--- src/rtl/regfile_write_arbiter_if.sv ---
// Bundles the signals between the pipeline, the multi-cycle unit, the register file write port and the arbiter.
// The arbiter uses the slave modport; the master modport is the driving side.
interface regfile_write_arbiter_if;
   logic [4:0]  a_addr;
   logic [31:0] a_data;
   logic        b_valid;
   logic        b_ready;
   logic [4:0]  b_addr;
   logic [31:0] b_data;
   logic [4:0]  q_addr;
   logic        q_pending;
   logic        stall_o;
   logic [4:0]  wr_addr;
   logic [31:0] wr_data;

   modport slave (
      input  a_addr, a_data, b_valid, b_addr, b_data, q_addr,
      output b_ready, q_pending, stall_o, wr_addr, wr_data
   );

   modport master (
      output a_addr, a_data, b_valid, b_addr, b_data, q_addr,
      input  b_ready, q_pending, stall_o, wr_addr, wr_data
   );
endinterface

--- src/rtl/regfile_write_arbiter.sv ---
// Shares the register file write port between pipeline writeback (A, priority) and a buffered multi-cycle unit (B).
// Optional macro REGFILE_ARB_BYPASS_EN: B writes go straight to the port when the FIFO is empty and A is idle.
module regfile_write_arbiter #(
   parameter int DEPTH        = 4,
   parameter int STARVE_LIMIT = 8
) (
   input logic                    clk,
   input logic                    reset,
   regfile_write_arbiter_if.slave bus
);
   localparam int PW = $clog2(DEPTH);
   localparam int CW = PW + 1;

   logic [PW-1:0]    rd_ptr_q, rd_ptr_d, wr_ptr_q, wr_ptr_d;
   logic [CW-1:0]    count_q, count_d;
   logic [DEPTH-1:0] live_q, live_d;
   logic [7:0]       wait_q, wait_d;
   logic             stall_q, stall_d;
   logic [4:0]       addr_mem [DEPTH];
   logic [31:0]      data_mem [DEPTH];

   logic             fifo_empty, head_live, a_active, a_write, head_write;
   logic             bypass_take, ready_int, push, pop;
   logic [DEPTH-1:0] hit_q, hit_a;

   assign fifo_empty = (count_q == '0);
   assign head_live  = !fifo_empty && live_q[rd_ptr_q];
   assign a_active   = (bus.a_addr != 5'd0);
   // While stalled the pipeline is frozen, so its presented write is not real yet.
   assign a_write    = !stall_q && a_active;
   assign head_write = head_live && (stall_q || !a_active);
   assign ready_int  = !reset && (count_q < CW'(DEPTH));

`ifdef REGFILE_ARB_BYPASS_EN
   assign bypass_take = fifo_empty && !stall_q && !a_active && bus.b_valid && (bus.b_addr != 5'd0);
`else
   assign bypass_take = 1'b0;
`endif

   assign push = bus.b_valid && ready_int && (bus.b_addr != 5'd0) && !bypass_take;
   assign pop  = !fifo_empty && (!live_q[rd_ptr_q] || head_write);

   genvar gi;
   generate
      for (gi = 0; gi < DEPTH; gi++) begin : g_match
         assign hit_q[gi] = live_q[gi] && (addr_mem[gi] == bus.q_addr);
         assign hit_a[gi] = (addr_mem[gi] == bus.a_addr);
      end
   endgenerate

   assign bus.b_ready   = ready_int;
   assign bus.q_pending = (bus.q_addr != 5'd0) && (|hit_q);
   assign bus.stall_o   = stall_q;

   always_comb begin
      bus.wr_addr = 5'd0;
      bus.wr_data = 32'd0;
      if (reset) begin
         bus.wr_addr = 5'd0;
      end else if (stall_q || !a_active) begin
         if (head_live) begin
            bus.wr_addr = addr_mem[rd_ptr_q];
            bus.wr_data = data_mem[rd_ptr_q];
         end else if (bypass_take) begin
            bus.wr_addr = bus.b_addr;
            bus.wr_data = bus.b_data;
         end
      end else begin
         bus.wr_addr = bus.a_addr;
         bus.wr_data = bus.a_data;
      end
   end

   always_comb begin
      live_d   = live_q;
      rd_ptr_d = rd_ptr_q + PW'(pop);
      wr_ptr_d = wr_ptr_q + PW'(push);
      count_d  = count_q + CW'(push) - CW'(pop);
      if (pop)
         live_d[rd_ptr_q] = 1'b0;
      // An A write makes any older buffered value for the same register stale.
      if (a_write)
         live_d = live_d & ~hit_a;
      if (push)
         live_d[wr_ptr_q] = !(a_write && (bus.b_addr == bus.a_addr));

      wait_d = wait_q;
      if (pop || fifo_empty)
         wait_d = 8'd0;
      else if (head_live && a_write)
         wait_d = wait_q + 8'd1;
      stall_d = !stall_q && (wait_d == 8'(STARVE_LIMIT));
   end

   always_ff @(posedge clk or posedge reset) begin
      if (reset) begin
         rd_ptr_q <= '0;
         wr_ptr_q <= '0;
         count_q  <= '0;
         live_q   <= '0;
         wait_q   <= 8'd0;
         stall_q  <= 1'b0;
      end else begin
         rd_ptr_q <= rd_ptr_d;
         wr_ptr_q <= wr_ptr_d;
         count_q  <= count_d;
         live_q   <= live_d;
         wait_q   <= wait_d;
         stall_q  <= stall_d;
      end
   end

   always_ff @(posedge clk) begin
      if (push) begin
         addr_mem[wr_ptr_q] <= bus.b_addr;
         data_mem[wr_ptr_q] <= bus.b_data;
      end
   end
endmodule

--- src/flat_wrapper.sv ---
// flat-port wrapper written by rule: the top's interface ports become plain ports
module regfile_write_arbiter_flat 
#(
   parameter int DEPTH        = 4,
   parameter int STARVE_LIMIT = 8
)
  (clk, reset, bus_a_addr, bus_a_data, bus_b_valid, bus_b_addr, bus_b_data, bus_q_addr, bus_b_ready, bus_q_pending, bus_stall_o, bus_wr_addr, bus_wr_data);
  regfile_write_arbiter_if bus_i ();
  input logic clk;
  input logic reset;
  input wire logic [$bits(bus_i.a_addr)-1:0] bus_a_addr;
  input wire logic [$bits(bus_i.a_data)-1:0] bus_a_data;
  input wire logic [$bits(bus_i.b_valid)-1:0] bus_b_valid;
  input wire logic [$bits(bus_i.b_addr)-1:0] bus_b_addr;
  input wire logic [$bits(bus_i.b_data)-1:0] bus_b_data;
  input wire logic [$bits(bus_i.q_addr)-1:0] bus_q_addr;
  output wire logic [$bits(bus_i.b_ready)-1:0] bus_b_ready;
  output wire logic [$bits(bus_i.q_pending)-1:0] bus_q_pending;
  output wire logic [$bits(bus_i.stall_o)-1:0] bus_stall_o;
  output wire logic [$bits(bus_i.wr_addr)-1:0] bus_wr_addr;
  output wire logic [$bits(bus_i.wr_data)-1:0] bus_wr_data;
  assign bus_i.a_addr = bus_a_addr;
  assign bus_i.a_data = bus_a_data;
  assign bus_i.b_valid = bus_b_valid;
  assign bus_i.b_addr = bus_b_addr;
  assign bus_i.b_data = bus_b_data;
  assign bus_i.q_addr = bus_q_addr;
  assign bus_b_ready = bus_i.b_ready;
  assign bus_q_pending = bus_i.q_pending;
  assign bus_stall_o = bus_i.stall_o;
  assign bus_wr_addr = bus_i.wr_addr;
  assign bus_wr_data = bus_i.wr_data;
  regfile_write_arbiter #(.DEPTH(DEPTH), .STARVE_LIMIT(STARVE_LIMIT)) u_core (.clk(clk), .reset(reset), .bus(bus_i));
endmodule
--- config.mk ---
export PLATFORM = sky130hd
export DESIGN_NAME = regfile_write_arbiter_flat
export DESIGN_NICKNAME = d
export VERILOG_FILES = /design/src/rtl/regfile_write_arbiter_if.sv /design/src/rtl/regfile_write_arbiter.sv /design/src/flat_wrapper.sv
export SDC_FILE = /design/constraint.sdc
export NUM_CORES = 1
export LEC_CHECK = 0
export CAP_MARGIN = 20
export CORE_MARGIN = 1.5
export CORE_UTILIZATION = 60
export CTS_BUF_LIST = sky130_fd_sc_hd__clkbuf_2 sky130_fd_sc_hd__clkbuf_4 sky130_fd_sc_hd__clkbuf_8
export DETAILED_ROUTE_END_ITERATION = 16
export HOLD_SLACK_MARGIN = 0.15
export PLACE_DENSITY = 0.88
export SETUP_SLACK_MARGIN = 0.3
export SLEW_MARGIN = 40
export SYNTH_ARGS = -nofsm -noshare
export SYNTH_HDL_FRONTEND = slang
export SYNTH_SLANG_ARGS = --single-unit
--- constraint.sdc ---
create_clock -name clk -period 8 [get_ports clk]
set_input_delay 0.8 -clock clk [delete_from_list [all_inputs] [get_ports clk]]
set_output_delay 0.8 -clock clk [all_outputs]
set_load 0.1 [all_outputs]
# After elaboration in Yosys (flattened, before gate mapping)
# Memories as Yosys holds them, arrays and structs flattened.
# Index checks and enable logic that the tools add are counted.
[word_totals]
regBits = 20
ram_bits = 148
inputBits = 82
output_inout_bits = 40
elab_cells = 83
mem_count = 2
[classes]
add_sub_neg = 5
n_lt_le_gt_ge = 5
n_eq_ne = 10
mux = 20
bitwise = 4
n_reduce_logical = 31
[mem_list]
columns = ["name", "words", "word_bits", "read_ports", "rd_clocked_by_memory_dff", "wr", "line_no", "rtl"]
rows = [
  ["u_core.data_mem", 4, 32, 1, 0, 1, "regfile_write_arbiter.sv:20", "logic [31:0] data_mem [DEPTH];"],
  ["u_core.addr_mem", 4, 5, 5, 0, 1, "regfile_write_arbiter.sv:19", "logic [4:0] addr_mem [DEPTH];"],
]
[op_table]
columns = ["operator", "count"]
rows = [
  ["2-to-1 mux 32 bit", 3],
  ["== test 5 bit", 9],
  ["logical AND 1 bit", 17],
  ["2-to-1 mux 8 bit", 2],
  ["2-to-1 mux 5 bit", 3],
  ["nonzero test 5 bit", 3],
  ["2-to-1 mux 4 bit", 3],
  ["adder 8 x 1 -> 8 bit, second input constant", 1],
  ["bitwise AND 4 bit", 2],
  ["== test 8 x 4 -> 1 bit, second input constant", 1],
  ["inverter 4 bit", 2],
  ["logical NOT 1 bit", 6],
  ["less-than comparator 2 x 3 -> 1 bit, second input constant", 2],
  ["2-to-1 mux 1 bit", 5],
  ["adder 2 x 1 -> 2 bit", 2],
  ["bitwise mux 4 bit", 1],
  ["demux 1 bit (select 2 bit)", 2],
  [">= comparator 2 x 1 -> 1 bit, second input constant", 2],
  ["OR reduction 4 bit", 1],
  ["adder 3 x 1 -> 3 bit", 1],
  ["logical NOT 3 bit", 1],
  ["logical OR 1 bit", 3],
  ["less-than comparator 3 bit, second input constant", 1],
  ["subtractor 3 x 1 -> 3 bit", 1],
  ["binary-select mux 1 bit (select 2 bit)", 1],
]

# Logic depth before layout (Yosys ltp)
[logic_depth]
ltp_word = 11
ltp_mapped = 12
mapped_depth_nobuf = 11

# Least setup slack after synthesis
# No wires, ideal clock.
[synth_timing]
kind = "input-to-reg"
from = "in reset"
to = "mem u_core.addr_mem[0][0], enable pin"
setup_ns = 0.490
arrival_time_ns = 5.415
required_ns = 7.510
path_slack_ns = 2.095
path_stages = 3
n_path_buf = 0
path_cell_list = "nor2_1 -> o311a_1 -> nor3b_1"
[synth_via]
elab_chain_len = 6
[synth_rtl]
columns = ["element", "line_no", "rtl"]
rows = [
  ["start, declared", "flat_wrapper.sv:10", "input logic reset;"],
  ["logical NOT 1 bit", "regfile_write_arbiter.sv:32", "assign ready_int = !reset && (count_q < CW'(DEPTH));"],
  ["logical AND 1 bit", "regfile_write_arbiter.sv:32", ""],
  ["logical AND 1 bit (2 in a row)", "regfile_write_arbiter.sv:40", "assign push = bus.b_valid && ready_int && (bus.b_addr != 5'd0) && !bypass_take;"],
  ["2-to-1 mux 1 bit", "regfile_write_arbiter.sv:114", "if (push) begin"],
  ["2-to-1 mux 1 bit (not written as such)", "regfile_write_arbiter.sv:115", "addr_mem[wr_ptr_q] <= bus.b_addr;"],
  ["end, declared", "regfile_write_arbiter.sv:19", ""],
]
# No other way between the ends.

# Worst setup path after layout
[layout_timing]
from = "in bus_a_addr[2]"
to = "out bus_wr_data[3]"
[layout_via]
elab_chain_len = 5
[layout_rtl]
columns = ["element", "line_no", "rtl"]
rows = [
  ["start, declared", "flat_wrapper.sv:11", "input wire logic [$bits(bus_i.a_addr)-1:0] bus_a_addr;"],
  ["nonzero test 5 bit", "regfile_write_arbiter.sv:28", "assign a_active = (bus.a_addr != 5'd0);"],
  ["logical NOT 1 bit", "regfile_write_arbiter.sv:60", "end else if (stall_q || !a_active) begin"],
  ["logical OR 1 bit", "regfile_write_arbiter.sv:60", ""],
  ["2-to-1 mux 32 bit", "regfile_write_arbiter.sv:60", ""],
  ["2-to-1 mux 32 bit", "regfile_write_arbiter.sv:58", "if (reset) begin"],
  ["end, declared", "flat_wrapper.sv:21", "output wire logic [$bits(bus_i.wr_data)-1:0] bus_wr_data;"],
]
# No other way between the ends.

==> Implementation_results.wiki <==
{| class="wikitable"
! Metric !! Value
|-
| Worst Path Class, Setup || input port to primary output
|-
| Required time worst endpoint || 7200 ps
|-
| Number of register bits inferred by synthesis || about 170
|-
| Count of distinct cell types in the synthesized netlist || 38
|-
| Timing-limited maximum frequency || 227 MHz
|-
| Top-level I/O count || 122
|-
| Clk buf depth || 2
|-
| Post-layout min period || 4410 ps
|-
| Area used by multi-input combinational logic || 2260 sq um
|-
| Proportion of netlist area held by the largest area contributor || 0.601
|-
| Setup_tns || 0 ps
|-
| Number of antenna cells inserted || 0
|-
| Cell types occupying the most area after synthesis || sky130_fd_sc_hd__edfxtp_1, sky130_fd_sc_hd__mux4_2, sky130_fd_sc_hd__dfrtp_1
|-
| Number of detailed-routing iterations run before antenna repair || 5
|-
| Average wire per cell in the routed design || 22.2 um
|-
| Register clock-pin slew on the reported worst setup and hold paths || 80 ps
|-
| Arrival time of the worst setup path || 3610 ps
|-
| TritonCTS clock tree || built
|-
| Cell type contributing the most total cell area after synthesis || sky130_fd_sc_hd__edfxtp_1
|-
| Status || complete, no violations
|-
| Pin count of the biggest net entering global routing || 43
|-
| Number of antenna violations at the first check in global routing || 0
|-
| Number of endpoints failing setup at the final stage || 0
|-
| Actual slew at the worst max-slew pin || around 690 ps
|-
| CTS root buf || sky130_fd_sc_hd__clkbuf_8
|-
| Sink Count || between 150 and 200
|-
| Core Rows || 40
|-
| Worst-path cell with the longest stage delay || sky130_fd_sc_hd__or4_4
|-
| Final clock period utilization by the worst path || 0.551
|-
| Remaining DRCs || 0
|-
| MaxCap Viol Count || 0
|-
| Net total in the final layout || 622
|-
| Total track usage || 0.246
|-
| Effective utilization at floorplan || 0.615
|-
| Worst Setup End Kind || primary output
|-
| Non-Filler Instances || 694
|-
| Synth Area per Inst || ~18 sq um
|-
| Final Wtd Congestion || 0.852
|-
| Post-synth net total || approximately 500
|-
| Insertion delay of the later-clocked pin in the worst-skew pair || 460 ps
|-
| Global-route wire length before repair || 23200 um
|-
| Post-DP HPWL || 9900 um
|-
| Most numerous cell in the Yosys netlist || sky130_fd_sc_hd__edfxtp_1
|-
| Class of the tightest hold or removal check || flip-flop to flip-flop
|-
| Share of cells above drive strength 1 || 0.254
|-
| Area inside the core boundary || ~12000 sq um
|-
| Cts hold-fix bufs || 0
|-
| Number of buffers added by the clock tree synthesis step || 17
|-
| CP startpoint kind || input port
|-
| Final Util || 0.743
|-
| Grt total ovfl || 0
|-
| Area taken by flip-flops and latches || 4950 sq um
|-
| RSZ-0062 raised after global routing || no
|-
| Ordered list of cells on the worst path || clkdlybuf4s50_1, or4_4, o21ai_4, nand2_2, nor2_8, a22o_1, buf_2
|-
| Max Transition Viols Final || 0
|-
| Number of global-route vias before repair || 4449
|-
| Number of levels in the clock H-tree || 4
|-
| Share of flip-flops with an asynchronous set or reset after synthesis || 0.119
|-
| X dimension of the die || 114 um
|-
| Worst Path Buf+Inv || 2
|-
| Relative max-transition margin || 0.541
|-
| Final-layout worst hold slack || 547 ps
|-
| Die boundary height || 114 um
|-
| Leakage dissipation || 3.13 nW
|-
| CP delay by family, top || simple AND/OR/NAND/NOR gates
|-
| Combined area of all synthesized cells || roughly 7400 sq um
|-
| Wirelength, routed || 15400 um
|-
| Total power divided by cell area || roughly 270 nW/um^2
|-
| Detailed-route via count || 4245
|-
| Number of post-CTS setup repair buffers || 0
|-
| Critical path's largest stage delay || 640 ps
|-
| Largest clock skew in the final design || 11.2 ps
|-
| Number of vias per cell || 6.12
|-
| Die Outline Area || ~13000 sq um
|-
| Count of final hold-check violations || 0
|-
| Maximum resistive drop on vdd || between 0.00015 and 0.0002 V
|-
| Cell count after synthesis || 416
|-
| Remaining antenna violation count || 0
|-
| Number of enable-type register cells in the synthesized netlist || around 150
|-
| Most common library cells after synthesis || sky130_fd_sc_hd__edfxtp_1, sky130_fd_sc_hd__mux4_2, sky130_fd_sc_hd__xor2_1
|-
| Count of warnings emitted by yosys || 0
|-
| Port-buffer cells || between 100 and 150
|-
| Number of DRC markers after the initial detailed-route iteration || 306
|-
| CTS-repair resized insts || 0
|-
| Maximum fanout along the worst path || 37
|-
| Most frequently used flop master after synthesis || sky130_fd_sc_hd__edfxtp_1
|-
| Signed area change from the synthesized netlist to the final layout || 20.7%
|-
| Cell count after placement || 662
|-
| Post-layout power || roughly 2.4 mW
|-
| Number of filler instances in the final layout || 729
|-
| Sequential fraction of the synthesis area || 0.669
|}
final timing paths:
| kind | slack, ps | start | endpoint | cells after the start |
|---|---|---|---|---|
| max reg2reg | 5060 | u_core.rd_ptr_q[1] | u_core.count_q[2] | 11 |
| min in group asynchronous | 800 | reset | u_core.rd_ptr_q[1] | 2 |
| max | 3590 | bus_a_addr[2] | bus_wr_data[3] | 7 |
| max in group asynchronous | 6840 | reset | u_core.rd_ptr_q[1] | 2 |
| min | 550 | u_core.count_q[1] | u_core.count_q[2] | 1 |
| min reg2reg | 550 | u_core.count_q[1] | u_core.count_q[2] | 1 |
final cells by class:
| class | count | share of cell area |
|---|---|---|
| inverters | 11 | 0.00491 |
| multi-input cells | 210 | 0.253 |
| clock buffers | 20 | 0.0288 |
| well taps | 147 | 0.0206 |
| clock inverters | 12 | 0.0198 |
| flip-flops and latches | 168 | 0.555 |
| repair buffers | 126 | 0.118 |
cell families (layout without fill, tap and decap cells):
group           Yosys count  count (layout)  share of synthesized area
simple gates             59              59                     0.0455
compound gates           47              47                     0.0576
xor+xnor                 56              56                     0.0664
fa+ha+maj                 6               6                     0.0112
buf+inv                  38             169                     0.0291
mux                      42              42                      0.121
flops                   168             168                      0.669
layer usage:
layer / wire (um) / vias up / share of wire / global-route usage
li1: - / 1896 / - / -
met1: 6140 / 2125 / 0.40 / 0.315
met2: 7710 / 188 / 0.50 / 0.404
met3: 1130 / 36 / 0.074 / 0.0648
met4: 403 / 0 / 0.026 / 0.106
met5: 0 / - / 0 / 0
report_power, final:
part,internal [mW],switching [mW],total (mW)
logic,0.297,0.338,0.636
registers,1.04,0.0933,1.14
clock network,0.349,0.296,0.645
total,1.69,0.727,2.42
worst register-to-register path, cell delays in order (launching register included):
cell                       delay [ps]
sky130_fd_sc_hd__dfrtp_4          860
sky130_fd_sc_hd__mux4_2           430
sky130_fd_sc_hd__o211ai_1         120
sky130_fd_sc_hd__nand2_1          150
sky130_fd_sc_hd__inv_1            110
sky130_fd_sc_hd__ha_1             230
sky130_fd_sc_hd__inv_1             60
sky130_fd_sc_hd__ha_1             130
sky130_fd_sc_hd__inv_1             50
sky130_fd_sc_hd__fa_1             380
sky130_fd_sc_hd__xnor2_1          180
sky130_fd_sc_hd__xnor2_1          160
registers in the layout, summed over array words and instances (netlist names):
register            count
u_core.data_mem       128
u_core.wr_ptr_q         2
u_core.count_q          3
u_core.live_q           4
u_core.bus.stall_o      1
u_core.rd_ptr_q         2
u_core.addr_mem        20
u_core.wait_q           8
cell usage in the layout, fill, tap and decap left out, types with 2 or more instances in the layout:
cell type / synthesis / final
sky130_fd_sc_hd__a22o_1: 29 / 29
sky130_fd_sc_hd__a22o_2: 8 / 8
sky130_fd_sc_hd__and3_1: 5 / 4
sky130_fd_sc_hd__buf_2: 4 / 40
sky130_fd_sc_hd__buf_4: 2 / 4
sky130_fd_sc_hd__bufinv_16: 0 / 4
sky130_fd_sc_hd__clkbuf_4: 0 / 3
sky130_fd_sc_hd__clkbuf_8: 3 / 17
sky130_fd_sc_hd__clkdlybuf4s50_1: 0 / 81
sky130_fd_sc_hd__clkinv_4: 0 / 2
sky130_fd_sc_hd__clkinvlp_4: 0 / 4
sky130_fd_sc_hd__dfrtp_1: 20 / 18
sky130_fd_sc_hd__edfxtp_1: 148 / 148
sky130_fd_sc_hd__ha_1: 5 / 5
sky130_fd_sc_hd__inv_1: 11 / 9
sky130_fd_sc_hd__mux2i_1: 4 / 4
sky130_fd_sc_hd__mux4_2: 38 / 38
sky130_fd_sc_hd__nand2_1: 5 / 5
sky130_fd_sc_hd__nand3_1: 15 / 15
sky130_fd_sc_hd__nor2_1: 13 / 11
sky130_fd_sc_hd__nor4_1: 6 / 6
sky130_fd_sc_hd__o311ai_0: 5 / 5
sky130_fd_sc_hd__or3_1: 2 / 2
sky130_fd_sc_hd__or4_2: 4 / 4
sky130_fd_sc_hd__xnor2_1: 23 / 23
sky130_fd_sc_hd__xor2_1: 33 / 33
metrics by stage:
step                cell area [sq um]  worst slack [ps]
detailed placement               8480              3570
global route                     8920              3480
floorplan                        7390              2090
global placement                 8670              2910
finish                           8920              3590
CTS                              8920              3540
No activity file was read; power rests on OpenSTA's default activity.
